--- src/rtl/regfile_wb_arbiter_pkg.sv ---
// rtl/regfile_wb_arbiter_pkg.sv - shared types and constants for the writeback arbiter
package rf_wb_pkg;
   localparam int XLEN = 32;
   localparam int AW   = 5;
   localparam int NREG = 32;

   typedef enum logic {ST_INIT, ST_RUN} state_t;

   typedef struct packed {
      logic [AW-1:0]   rd;
      logic [XLEN-1:0] data;
   } wb_req_t;
endpackage

--- src/rtl/regfile_wb_arbiter_if.sv ---
// rtl/regfile_wb_arbiter_if.sv - writeback request, hazard query and regfile write bundle
interface regfile_wb_arbiter_if;
   import rf_wb_pkg::*;

   logic            alu_valid;
   logic [AW-1:0]   alu_rd;
   logic [XLEN-1:0] alu_data;
   logic            alu_ready;
   logic            mem_valid;
   logic [AW-1:0]   mem_rd;
   logic [XLEN-1:0] mem_data;
   logic            mem_ready;
   logic [AW-1:0]   chk_rs1;
   logic [AW-1:0]   chk_rs2;
   logic            pend_rs1;
   logic            pend_rs2;
   logic [AW-1:0]   rf_rd;
   logic [XLEN-1:0] rf_indata;
   logic            rf_RegWrite;
   logic            init_done;

   modport slave (
      input  alu_valid, alu_rd, alu_data, mem_valid, mem_rd, mem_data, chk_rs1, chk_rs2,
      output alu_ready, mem_ready, pend_rs1, pend_rs2, rf_rd, rf_indata, rf_RegWrite, init_done
   );

   modport master (
      output alu_valid, alu_rd, alu_data, mem_valid, mem_rd, mem_data, chk_rs1, chk_rs2,
      input  alu_ready, mem_ready, pend_rs1, pend_rs2, rf_rd, rf_indata, rf_RegWrite, init_done
   );
endinterface

--- src/rtl/regfile_wb_arbiter_fifo.sv ---
// rtl/regfile_wb_arbiter_fifo.sv - load-return FIFO with per-entry live bits
// A killed entry keeps its slot so it still drains in order, just without writing.
module wb_fifo
   import rf_wb_pkg::*;
#(
   parameter int LQ_DEPTH = 2
) (
   input  logic          i_clk,
   input  logic          i_rst,
   input  logic          i_push,
   input  wb_req_t       i_push_req,
   input  logic          i_pop,
   output logic          o_full,
   output logic          o_empty,
   output wb_req_t       o_head,
   output logic          o_head_live,
   input  logic          i_kill_en,
   input  logic [AW-1:0] i_kill_rd,
   input  logic [AW-1:0] i_q1_rd,
   output logic          o_q1_hit,
   input  logic [AW-1:0] i_q2_rd,
   output logic          o_q2_hit
);
   localparam int PW = (LQ_DEPTH > 1) ? $clog2(LQ_DEPTH) : 1;
   localparam int CW = $clog2(LQ_DEPTH + 1);

   wb_req_t             r_mem [LQ_DEPTH];
   logic [LQ_DEPTH-1:0] r_live;
   logic [PW-1:0]       r_wptr;
   logic [PW-1:0]       r_rptr;
   logic [CW-1:0]       r_cnt;

   function automatic logic [PW-1:0] f_inc(input logic [PW-1:0] p);
      return (p == PW'(LQ_DEPTH - 1)) ? '0 : p + 1'b1;
   endfunction

   always_ff @(posedge i_clk) begin
      if (i_push) r_mem[r_wptr] <= i_push_req;
   end

   // Push is applied after kill so a same-cycle load with a matching rd stays live.
   always_ff @(posedge i_clk or posedge i_rst) begin
      if (i_rst) begin
         r_live <= '0;
         r_wptr <= '0;
         r_rptr <= '0;
         r_cnt  <= '0;
      end else begin
         for (int i = 0; i < LQ_DEPTH; i++) begin
            if (i_kill_en && r_mem[i].rd == i_kill_rd) r_live[i] <= 1'b0;
         end
         if (i_pop) begin
            r_live[r_rptr] <= 1'b0;
            r_rptr         <= f_inc(r_rptr);
         end
         if (i_push) begin
            r_live[r_wptr] <= 1'b1;
            r_wptr         <= f_inc(r_wptr);
         end
         r_cnt <= r_cnt + CW'(i_push) - CW'(i_pop);
      end
   end

   assign o_full      = (r_cnt == CW'(LQ_DEPTH));
   assign o_empty     = (r_cnt == '0);
   assign o_head      = r_mem[r_rptr];
   assign o_head_live = r_live[r_rptr];

   always_comb begin
      o_q1_hit = 1'b0;
      o_q2_hit = 1'b0;
      for (int i = 0; i < LQ_DEPTH; i++) begin
         if (r_live[i] && r_mem[i].rd == i_q1_rd) o_q1_hit = 1'b1;
         if (r_live[i] && r_mem[i].rd == i_q2_rd) o_q2_hit = 1'b1;
      end
   end
endmodule

--- src/rtl/regfile_wb_arbiter.sv ---
// rtl/regfile_wb_arbiter.sv - regfile write-port owner: clear sequence, then ALU/load arbitration
module regfile_wb_arbiter
   import rf_wb_pkg::*;
#(
   parameter int LQ_DEPTH = 2
) (
   input logic                  CLK,
   input logic                  RST,
   regfile_wb_arbiter_if.slave  bus
);
   state_t          r_state, w_state_nxt;
   logic [AW-1:0]   r_init_cnt, w_init_cnt_nxt;
   logic            r_rf_we, w_rf_we_nxt;
   logic [AW-1:0]   r_rf_rd, w_rf_rd_nxt;
   logic [XLEN-1:0] r_rf_data, w_rf_data_nxt;

   logic    w_run, w_full, w_empty, w_head_live;
   logic    w_alu_acc, w_push, w_pop, w_q1_hit, w_q2_hit;
   wb_req_t w_head, w_push_req;

   assign w_run      = (r_state == ST_RUN);
   assign w_alu_acc  = w_run && bus.alu_valid && !w_full;
   assign w_push     = w_run && bus.mem_valid && !w_full;
   // A full buffer takes the port so the ALU can never starve the load path.
   assign w_pop      = w_run && (w_full || (!bus.alu_valid && !w_empty));
   assign w_push_req = '{rd: bus.mem_rd, data: bus.mem_data};

   wb_fifo #(.LQ_DEPTH(LQ_DEPTH)) u_fifo (
      .i_clk       (CLK),
      .i_rst       (RST),
      .i_push      (w_push),
      .i_push_req  (w_push_req),
      .i_pop       (w_pop),
      .o_full      (w_full),
      .o_empty     (w_empty),
      .o_head      (w_head),
      .o_head_live (w_head_live),
      .i_kill_en   (w_alu_acc),
      .i_kill_rd   (bus.alu_rd),
      .i_q1_rd     (bus.chk_rs1),
      .o_q1_hit    (w_q1_hit),
      .i_q2_rd     (bus.chk_rs2),
      .o_q2_hit    (w_q2_hit)
   );

   always_ff @(posedge CLK or posedge RST) begin
      if (RST) begin
         r_state    <= ST_INIT;
         r_init_cnt <= '0;
         r_rf_we    <= 1'b0;
         r_rf_rd    <= '0;
         r_rf_data  <= '0;
      end else begin
         r_state    <= w_state_nxt;
         r_init_cnt <= w_init_cnt_nxt;
         r_rf_we    <= w_rf_we_nxt;
         r_rf_rd    <= w_rf_rd_nxt;
         r_rf_data  <= w_rf_data_nxt;
      end
   end

   always_comb begin
      w_state_nxt    = r_state;
      w_init_cnt_nxt = r_init_cnt;
      w_rf_we_nxt    = 1'b0;
      w_rf_rd_nxt    = r_rf_rd;
      w_rf_data_nxt  = r_rf_data;
      case (r_state)
         ST_INIT: begin
            w_rf_we_nxt    = 1'b1;
            w_rf_rd_nxt    = r_init_cnt;
            w_rf_data_nxt  = '0;
            w_init_cnt_nxt = r_init_cnt + 1'b1;
            if (r_init_cnt == AW'(NREG - 1)) w_state_nxt = ST_RUN;
         end
         ST_RUN: begin
            if (w_alu_acc) begin
               w_rf_we_nxt   = (bus.alu_rd != '0);
               w_rf_rd_nxt   = bus.alu_rd;
               w_rf_data_nxt = bus.alu_data;
            end else if (w_pop) begin
               w_rf_we_nxt   = w_head_live && (w_head.rd != '0);
               w_rf_rd_nxt   = w_head.rd;
               w_rf_data_nxt = w_head.data;
            end
         end
      endcase
   end

   assign bus.alu_ready   = w_run && !w_full;
   assign bus.mem_ready   = w_run && !w_full;
   assign bus.init_done   = w_run;
   assign bus.rf_RegWrite = r_rf_we;
   assign bus.rf_rd       = r_rf_rd;
   assign bus.rf_indata   = r_rf_data;
   assign bus.pend_rs1    = (bus.chk_rs1 != '0) &&
                            (w_q1_hit || (r_rf_we && r_rf_rd == bus.chk_rs1));
   assign bus.pend_rs2    = (bus.chk_rs2 != '0) &&
                            (w_q2_hit || (r_rf_we && r_rf_rd == bus.chk_rs2));
endmodule

--- src/flat_wrapper.sv ---
// flat-port wrapper written by rule: the top's interface ports become plain ports
module regfile_wb_arbiter_flat import rf_wb_pkg::*;
#(
   parameter int LQ_DEPTH = 2
)
  (CLK, RST, bus_alu_valid, bus_alu_rd, bus_alu_data, bus_mem_valid, bus_mem_rd, bus_mem_data, bus_chk_rs1, bus_chk_rs2, bus_alu_ready, bus_mem_ready, bus_pend_rs1, bus_pend_rs2, bus_rf_rd, bus_rf_indata, bus_rf_RegWrite, bus_init_done);
  regfile_wb_arbiter_if bus_i ();
  input logic CLK;
  input logic RST;
  input wire logic [$bits(bus_i.alu_valid)-1:0] bus_alu_valid;
  input wire logic [$bits(bus_i.alu_rd)-1:0] bus_alu_rd;
  input wire logic [$bits(bus_i.alu_data)-1:0] bus_alu_data;
  input wire logic [$bits(bus_i.mem_valid)-1:0] bus_mem_valid;
  input wire logic [$bits(bus_i.mem_rd)-1:0] bus_mem_rd;
  input wire logic [$bits(bus_i.mem_data)-1:0] bus_mem_data;
  input wire logic [$bits(bus_i.chk_rs1)-1:0] bus_chk_rs1;
  input wire logic [$bits(bus_i.chk_rs2)-1:0] bus_chk_rs2;
  output wire logic [$bits(bus_i.alu_ready)-1:0] bus_alu_ready;
  output wire logic [$bits(bus_i.mem_ready)-1:0] bus_mem_ready;
  output wire logic [$bits(bus_i.pend_rs1)-1:0] bus_pend_rs1;
  output wire logic [$bits(bus_i.pend_rs2)-1:0] bus_pend_rs2;
  output wire logic [$bits(bus_i.rf_rd)-1:0] bus_rf_rd;
  output wire logic [$bits(bus_i.rf_indata)-1:0] bus_rf_indata;
  output wire logic [$bits(bus_i.rf_RegWrite)-1:0] bus_rf_RegWrite;
  output wire logic [$bits(bus_i.init_done)-1:0] bus_init_done;
  assign bus_i.alu_valid = bus_alu_valid;
  assign bus_i.alu_rd = bus_alu_rd;
  assign bus_i.alu_data = bus_alu_data;
  assign bus_i.mem_valid = bus_mem_valid;
  assign bus_i.mem_rd = bus_mem_rd;
  assign bus_i.mem_data = bus_mem_data;
  assign bus_i.chk_rs1 = bus_chk_rs1;
  assign bus_i.chk_rs2 = bus_chk_rs2;
  assign bus_alu_ready = bus_i.alu_ready;
  assign bus_mem_ready = bus_i.mem_ready;
  assign bus_pend_rs1 = bus_i.pend_rs1;
  assign bus_pend_rs2 = bus_i.pend_rs2;
  assign bus_rf_rd = bus_i.rf_rd;
  assign bus_rf_indata = bus_i.rf_indata;
  assign bus_rf_RegWrite = bus_i.rf_RegWrite;
  assign bus_init_done = bus_i.init_done;
  regfile_wb_arbiter #(.LQ_DEPTH(LQ_DEPTH)) u_core (.CLK(CLK), .RST(RST), .bus(bus_i));
endmodule
--- config.mk ---
export PLATFORM = sky130hd
export DESIGN_NAME = regfile_wb_arbiter_flat
export DESIGN_NICKNAME = d
export VERILOG_FILES = /design/src/rtl/regfile_wb_arbiter_pkg.sv /design/src/rtl/regfile_wb_arbiter_if.sv /design/src/rtl/regfile_wb_arbiter_fifo.sv /design/src/rtl/regfile_wb_arbiter.sv /design/src/flat_wrapper.sv
export SDC_FILE = /design/constraint.sdc
export NUM_CORES = 1
export LEC_CHECK = 0
export BUFFER_PORTS_ARGS = -buffer_cell sky130_fd_sc_hd__buf_4
export CORE_MARGIN = 4
export CORE_UTILIZATION = 40
export CTS_BUF_LIST = sky130_fd_sc_hd__clkbuf_4 sky130_fd_sc_hd__clkbuf_8
export DETAILED_ROUTE_END_ITERATION = 10
export GPL_ROUTABILITY_DRIVEN = 0
export HOLD_SLACK_MARGIN = 0.15
export SETUP_SLACK_MARGIN = 0.02
export SLEW_MARGIN = 10
export SYNTH_ARGS = -nofsm -noshare
export SYNTH_HDL_FRONTEND = slang
export SYNTH_HIERARCHICAL = 1
export SYNTH_SLANG_ARGS = --single-unit
--- constraint.sdc ---
create_clock -name CLK -period 2.8 [get_ports CLK]
set_input_delay 0.84 -clock CLK [delete_from_list [all_inputs] [get_ports CLK]]
set_output_delay 0.84 -clock CLK [all_outputs]
set_load 0.005 [all_outputs]
==> run_results.csv, run 1 <==
group,metric,value,unit
pwr,powerDensity,960,nW/um2
routing,postRouteWirelength,13.5,mm
worst_setup_path,cp-start-kind,"primary input",
logic_synthesis,async_reset_ff_share,40.3,%
sta,post-route-min-period,2.88,ns
cts,cts_buffers,17,
global_routing,overflow,0,
sta,setup_viol,2,
floorplanning,start_util,40.6,%
cells_and_area,drive_gt1_share,40.0,%
floorplanning,dieArea,16000,um2
logic_synthesis,syn_avg_cell_area,13.6,um2
sta,timing_hold_violations_final,0,
global_routing,grt_first_pass_wirelength,21.6,mm
sta,drv_slew,0,
logic_synthesis,synth_cell_types,38,
worst_setup_path,critPathArrivalTime,2.04,ns
place,port-buffer-count,130,
logic_synthesis,ys.warnings.count,6,
routing,drc,0,
floorplanning,core-area,13800,um2
sta,worst_slew_pin_slew,0.496,ns
place,dp_slack,-0.0195,ns
job,drv_cap,0,
run_status,status,"finished with violations",
worst_setup_path,cp.required,1.96,ns
logic_synthesis,syn_inst,412,
routing,first_pass_iters,5,
logic_synthesis,synth_edf_count,74,
global_routing,grt_pass1_vias,4072,
worst_hold_path,hold_path.class,"primary input to asynchronous set/reset pin",
cts,htree_num_levels,4,
cells_and_area,layout.cells.most_common,"buf_4",
logic_synthesis,yosys.area.top_type,"edfxtp_1",
cts,worstSkewPairLatency,0.43,ns
floorplanning,pin_count,131,
cts,ctsHoldBuffers,0,
place,dp_cells,717,
logic_synthesis,synth_nets,504,
worst_setup_path,critical_path_class,"primary input to output port",
logic_synthesis,synth_ff_type,"edfxtp_1",
cells_and_area,n_antenna_cell,0,
global_routing,antenna_found_initial,0,
pwr,vdd_drop_max,0.524,mV
logic_synthesis,synth-seq-area-share,61.9,%
routing,vias,3791,
sta,holdWs,0.364,ns
cts,cts_tree,"done",
cells_and_area,areaGrowthSynthToFinish,30.0,%
cts,clk_pin_slew,0.07,ns
global_routing,grt_max_degree,43,
pwr,power.leakage,2.98,nW
cells_and_area,final_cell_mix,"buf_4 (146), edfxtp_1 (74), dfrtp_1 (49), nand2_1 (44), mux2_2 (40)",
routing,postRouteAntennaNets,0,
logic_synthesis,synth_top_area_share,39.6,%
sta,timing.final.crit_share,103,%
run_status,violations,"setup timing",
cts,cts-root-buf,"clkbuf_8",
cells_and_area,nNetsFinal,654,
cts,cts_buffer_depth,2,
sta,skew,0.0125,ns
routing,viasPerCell,5.02,
worst_setup_path,end_kind,"output port",
logic_synthesis,synthesis.area,5610,um2
logic_synthesis,synthTopCellsByArea,"edfxtp_1 (40%), dfrtp_1 (22%), mux2_2 (8.0%)",
global_routing,grt_usage,17.4,%
routing,drt_first_iter_violations,213,
logic_synthesis,synth-seq-cells,124,
floorplanning,fp-row-count,43,
cts,clock-sinks,124,
sta,setup_slack,-0.0839,ns
cells_and_area,fin_cells,755,
floorplanning,die_w,126,um
sta,grt_setup_unrepaired,"yes",
floorplanning,die_h,126,um
sta,setup_tns,-0.149,ns
routing,wl_per_cell,17.8,um
worst_setup_path,path_max_fanout,4,
sta,max_freq,0.347,GHz
sta,slew_headroom,66.9,%
place,hpwl,9.32,mm
cells_and_area,final_core_util,52.8,%
-- what timing repair did --
action / in CTS / in global routing
buffers inserted: 4 / 2
pin swaps: 5 / 3
gates resized for setup: 2 / 0
cloned: 0 / 0
setup endpoints to repair: 2 / 2
-- through the flow --
step / instance area, um2 / power, mW
after floorplan: 5610 / 4.38
after global placement: 6820 / 5.35
after detailed placement: 6820 / 5.43
after CTS: 7280 / 7.09
after global routing: 7300 / 7.46
final: 7300 / 7.01
-- worst paths after layout --
path                                          startpoint                       end  slack (ns)  cells past startpoint
worst max-delay path                      bus_chk_rs2[0]              bus_pend_rs2       -0.08                      8
worst min-delay path                                 RST   u_core/u_fifo/r_live[0]        0.36                      2
worst max register to register    u_core/u_fifo/r_cnt[1]    u_core/u_fifo/r_cnt[1]        0.80                      8
worst min register to register  u_core/bus.rf_indata[17]  u_core/bus.rf_indata[17]        0.48                      2
max in group asynchronous                            RST   u_core/bus.rf_indata[0]        1.87                      3
min in group CLK                u_core/bus.rf_indata[17]  u_core/bus.rf_indata[17]        0.48                      2
-- synthesized netlist by cell type (3+ instances only) --
master    count
a211oi_1      5
a21oi_1       5
a31oi_1       4
and3b_1       6
buf_2         7
buf_4         3
buf_6         7
dfrtp_1      50
edfxtp_1     74
ha_1          4
inv_1         6
mux2_2       40
mux2i_1      32
nand2_1      44
nand2b_1      6
nand4_1       5
nor2_1        7
o21ai_0       3
o21ai_1      30
o31ai_1       5
or4_1         4
xnor2_1      34
xor2_1       11
-- metal layers --
| metal | track usage [%] | up-vias | share of wire (%) |
|---|---|---|---|
| met5 | 0 | - | 0 |
| met4 | 5.99 | 0 | 1.2 |
| met3 | 6.86 | 15 | 8.1 |
| met2 | 29.3 | 126 | 49 |
| met1 | 20.4 | 1855 | 41 |
| li1 | - | 1795 | - |
-- sequential cells by signal (all words and copies together), names as in the netlist --
register	count
u_core/bus.rf_rd	5
u_core/u_fifo/r_wptr	1
u_core/bus.init_done	1
u_core/r_init_cnt	5
u_core/bus.rf_RegWrite	1
u_core/u_fifo/r_cnt	2
u_core/bus.rf_indata	32
u_core/u_fifo/r_rptr	1
u_core/u_fifo/r_mem	74
u_core/u_fifo/r_live	2
-- cell type report --
type | instances | area [um2]
clock buffers | 27 | 340
clock inverters | 5 | 81.3
fillers | 1235 | 6530
inverters | 6 | 22.5
multi-input cells | 264 | 2010
flip-flops and latches | 124 | 3470
well taps | 180 | 225
repair buffers | 149 | 1150
-- worst max-delay path, stage by stage --
cell and delay, ns:
buf_4 0.13, xnor2_1 0.20, nand4_1 0.15, o22ai_2 0.19, nand2b_1 0.14, a21oi_1 0.07
nor3_1 0.18, buf_4 0.14
-- where the power goes --
part           total (mW)  switching [mW]  internal, mW
Sequential           2.92           0.355          2.57
Clock                1.63           0.674         0.961
Combinational        2.45            1.14          1.30
Total                7.01            2.17          4.83
-- kinds of logic after synthesis --
group	synth area share, %
simple gates	7.74
mux	13.7
fa+ha+maj	0.892
buf+inv	2.90
flops	61.9
xor+xnor	7.02
compound gates	5.82
Note: power is estimated with default switching activity, not from simulation.
==> inputs of run 2 (changes only) <==
TNS_END_PERCENT = 5   (was unset)
==> run 2 against run 1 <==
  * The run still ends with setup timing left
  * Register-to-register slack about the same
  * Die area is the same
  * Critical path depth unchanged
  * Critical endpoint is now bus_pend_rs1
  * Utilization stayed put
==> run_results.csv, run 2 (synthesis results as in run 1) <==
group,metric,value,unit
worst_setup_path,path_depth,8,
worst_setup_path,reg2reg_slack,0.80,ns
worst_setup_path,slowest_stage,"edfxtp_1",
run_status,violations,"setup timing",
routing,drc,0,
routing,postRouteWirelength,13.5,mm
worst_setup_path,crit_path_max_incr_delay,0.44,ns
cells_and_area,stdcell_area,7300,um2
cells_and_area,largest_reg_flops,74,
cts,worstSkewPairLatency,0.43,ns
cts,ctsHoldBuffers,0,
sta,max_freq,0.340,GHz
routing,vias,3789,
worst_setup_path,r2r_end,"u_core/u_fifo/r_cnt[1]",
global_routing,overflow,0,
sta,timing_hold_violations_final,0,
run_status,status,"finished with violations",
job,drv_cap,0,
floorplanning,fp-row-count,43,
floorplanning,die_w,126,um
cells_and_area,areaGrowthSynthToFinish,30.0,%
worst_setup_path,path_delay_family,"buffers and inverters",
cells_and_area,nFillCells,1235,
floorplanning,dieArea,16000,um2
worst_setup_path,crit_top_cell,"buf_4",
floorplanning,die_h,126,um
sta,worst_slew_pin_slew,0.496,ns
sta,setup_slack,-0.141,ns
sta,timing.final.crit_share,105,%
pwr,p_switching,2.18,mW
cts,cts_tree,"done",
sta,post-route-min-period,2.94,ns
routing,wl_per_cell,17.9,um
cells_and_area,drive_gt1_share,40.0,%
sta,grt_setup_unrepaired,"yes",
cells_and_area,multi_input_area,2010,um2
cells_and_area,n_antenna_cell,0,
global_routing,grt_max_degree,43,
worst_setup_path,path_cells,"buf_6 -> xnor2_1 -> nand4_1 -> o22ai_1 -> buf_4 -> a31oi_1 -> nor3_1 -> buf_4",
worst_setup_path,r2r_start,"u_core/u_fifo/r_cnt[1]",
place,placed_area,6820,um2
routing,route.met2.wl,6.66,mm
cts,cts-root-buf,"clkbuf_8",
cts,clk_pin_slew,0.07,ns
cells_and_area,ff_latch_area,3470,um2
cts,cts_buffers,17,
sta,setup_viol,2,
pwr,combPwrFrac,34.9,%
cts,htree_num_levels,4,
worst_setup_path,crit_end,"bus_pend_rs1",
routing,drt_first_iter_violations,218,
cts,clock-sinks,124,
cells_and_area,nNetsFinal,654,
worst_setup_path,ff2ff_path_depth,8,
worst_setup_path,path_max_fanout,3,
worst_setup_path,cp-start-kind,"register",
routing,viasPerCell,5.02,
cells_and_area,layout.cells.most_common,"buf_4",
global_routing,antenna_found_initial,0,
worst_setup_path,cp.required,1.96,ns
sta,skew,0.0125,ns
sta,slew_headroom,66.9,%
global_routing,grt_usage,17.4,%
routing,met1_length,5.60,mm
worst_setup_path,critical_path_buf_inv_count,3,
floorplanning,start_util,40.6,%
routing,postRouteAntennaNets,0,
pwr,swShare,31.0,%
floorplanning,core-area,13800,um2
worst_setup_path,end_kind,"output port",
pwr,power_frac_clock,23.3,%
pwr,power.leakage,2.98,nW
worst_setup_path,critPathArrivalTime,2.10,ns
cells_and_area,largest-register,"u_core/u_fifo/r_mem",
routing,first_pass_iters,4,
worst_setup_path,crit_start,"u_core/u_fifo/r_mem[1][35]",
cts,cts_buffer_depth,2,
worst_setup_path,critical_path_class,"register to output port",
cells_and_area,final_cell_mix,"buf_4 (146), edfxtp_1 (74), dfrtp_1 (49), nand2_1 (44), mux2_2 (40)",
pwr,powerDensity,960,nW/um2
worst_hold_path,hold_path.class,"primary input to asynchronous set/reset pin",
global_routing,grt_pass1_vias,4071,
global_routing,grt_first_pass_wirelength,21.6,mm
floorplanning,pin_count,131,
place,hpwl,9.32,mm
routing,route.met3.wl,1.08,mm
pwr,p_int,4.83,mW
pwr,vdd_drop_max,0.524,mV
routing,highest_layer,"met4",
place,port-buffer-count,130,
sta,drv_slew,0,
pwr,power,7.01,mW
pwr,pwr-share-seq,41.7,%
## run 2: cell counts in the layout (fill, tap and decap cells not counted)
No cell type changed its count.
## run 2: metrics by stage
stage,TNS [ns],hold slack (ns),cells,utilization (%),worst slack [ns]
final,-0.226,0.364,755,52.8,-0.141
after floorplan,0,0.460,412,-,0.305
after global routing,-0.315,0.348,755,52.8,-0.163
after CTS,-0.0668,0.340,753,52.7,-0.0391
after detailed placement,-0.0369,0.476,717,49.3,-0.0195
after global placement,0,0.469,717,49.3,0.0682
## run 2: worst min-delay path by stage
| stage | endpoint |
|---|---|
| 6_report | u_core/u_fifo/r_live[0] |
| 5_1_grt | u_core/u_fifo/r_wptr |
| 4_1_cts | u_core/u_fifo/r_live[0] |
| 3_5_place_dp | u_core/bus.rf_indata[14] |
| 3_3_place_gp | u_core/bus.rf_indata[18] |
| 2_1_floorplan | u_core/r_init_cnt[3] |
## run 2: final cells by class
cell class / count / area share (%)
inverters: 6 / 0.309
well taps: 180 / 3.09
flip-flops and latches: 124 / 47.6
repair buffers: 149 / 15.7
clock inverters: 5 / 1.11
multi-input cells: 264 / 27.5
clock buffers: 27 / 4.66
## run 2: power groups by stage
| stage | Clock (mW) | Sequential, mW | Combinational, mW |
|---|---|---|---|
| after detailed placement | 0 | 2.97 | 2.45 |
| after floorplan | 0 | 2.90 | 1.48 |
| after global placement | 0 | 2.95 | 2.40 |
| after global routing | 1.77 | 2.99 | 2.70 |
| after CTS | 1.67 | 2.93 | 2.49 |
| final | 1.63 | 2.92 | 2.45 |
## run 2: what timing repair did
| item | 4_1_cts | 5_1_grt |
|---|---|---|
| endpoints found under the setup margin | 2 | 2 |
| pin swaps | 5 | 3 |
| setup buffers | 4 | 2 |
| resized for setup | 2 | 0 |
## run 2: metal layers
layer / GRT usage [%] / up-vias
li1: - / 1795
met1: 20.4 / 1859
met2: 29.3 / 122
met3: 6.86 / 13
met4: 5.99 / 0
met5: 0 / -
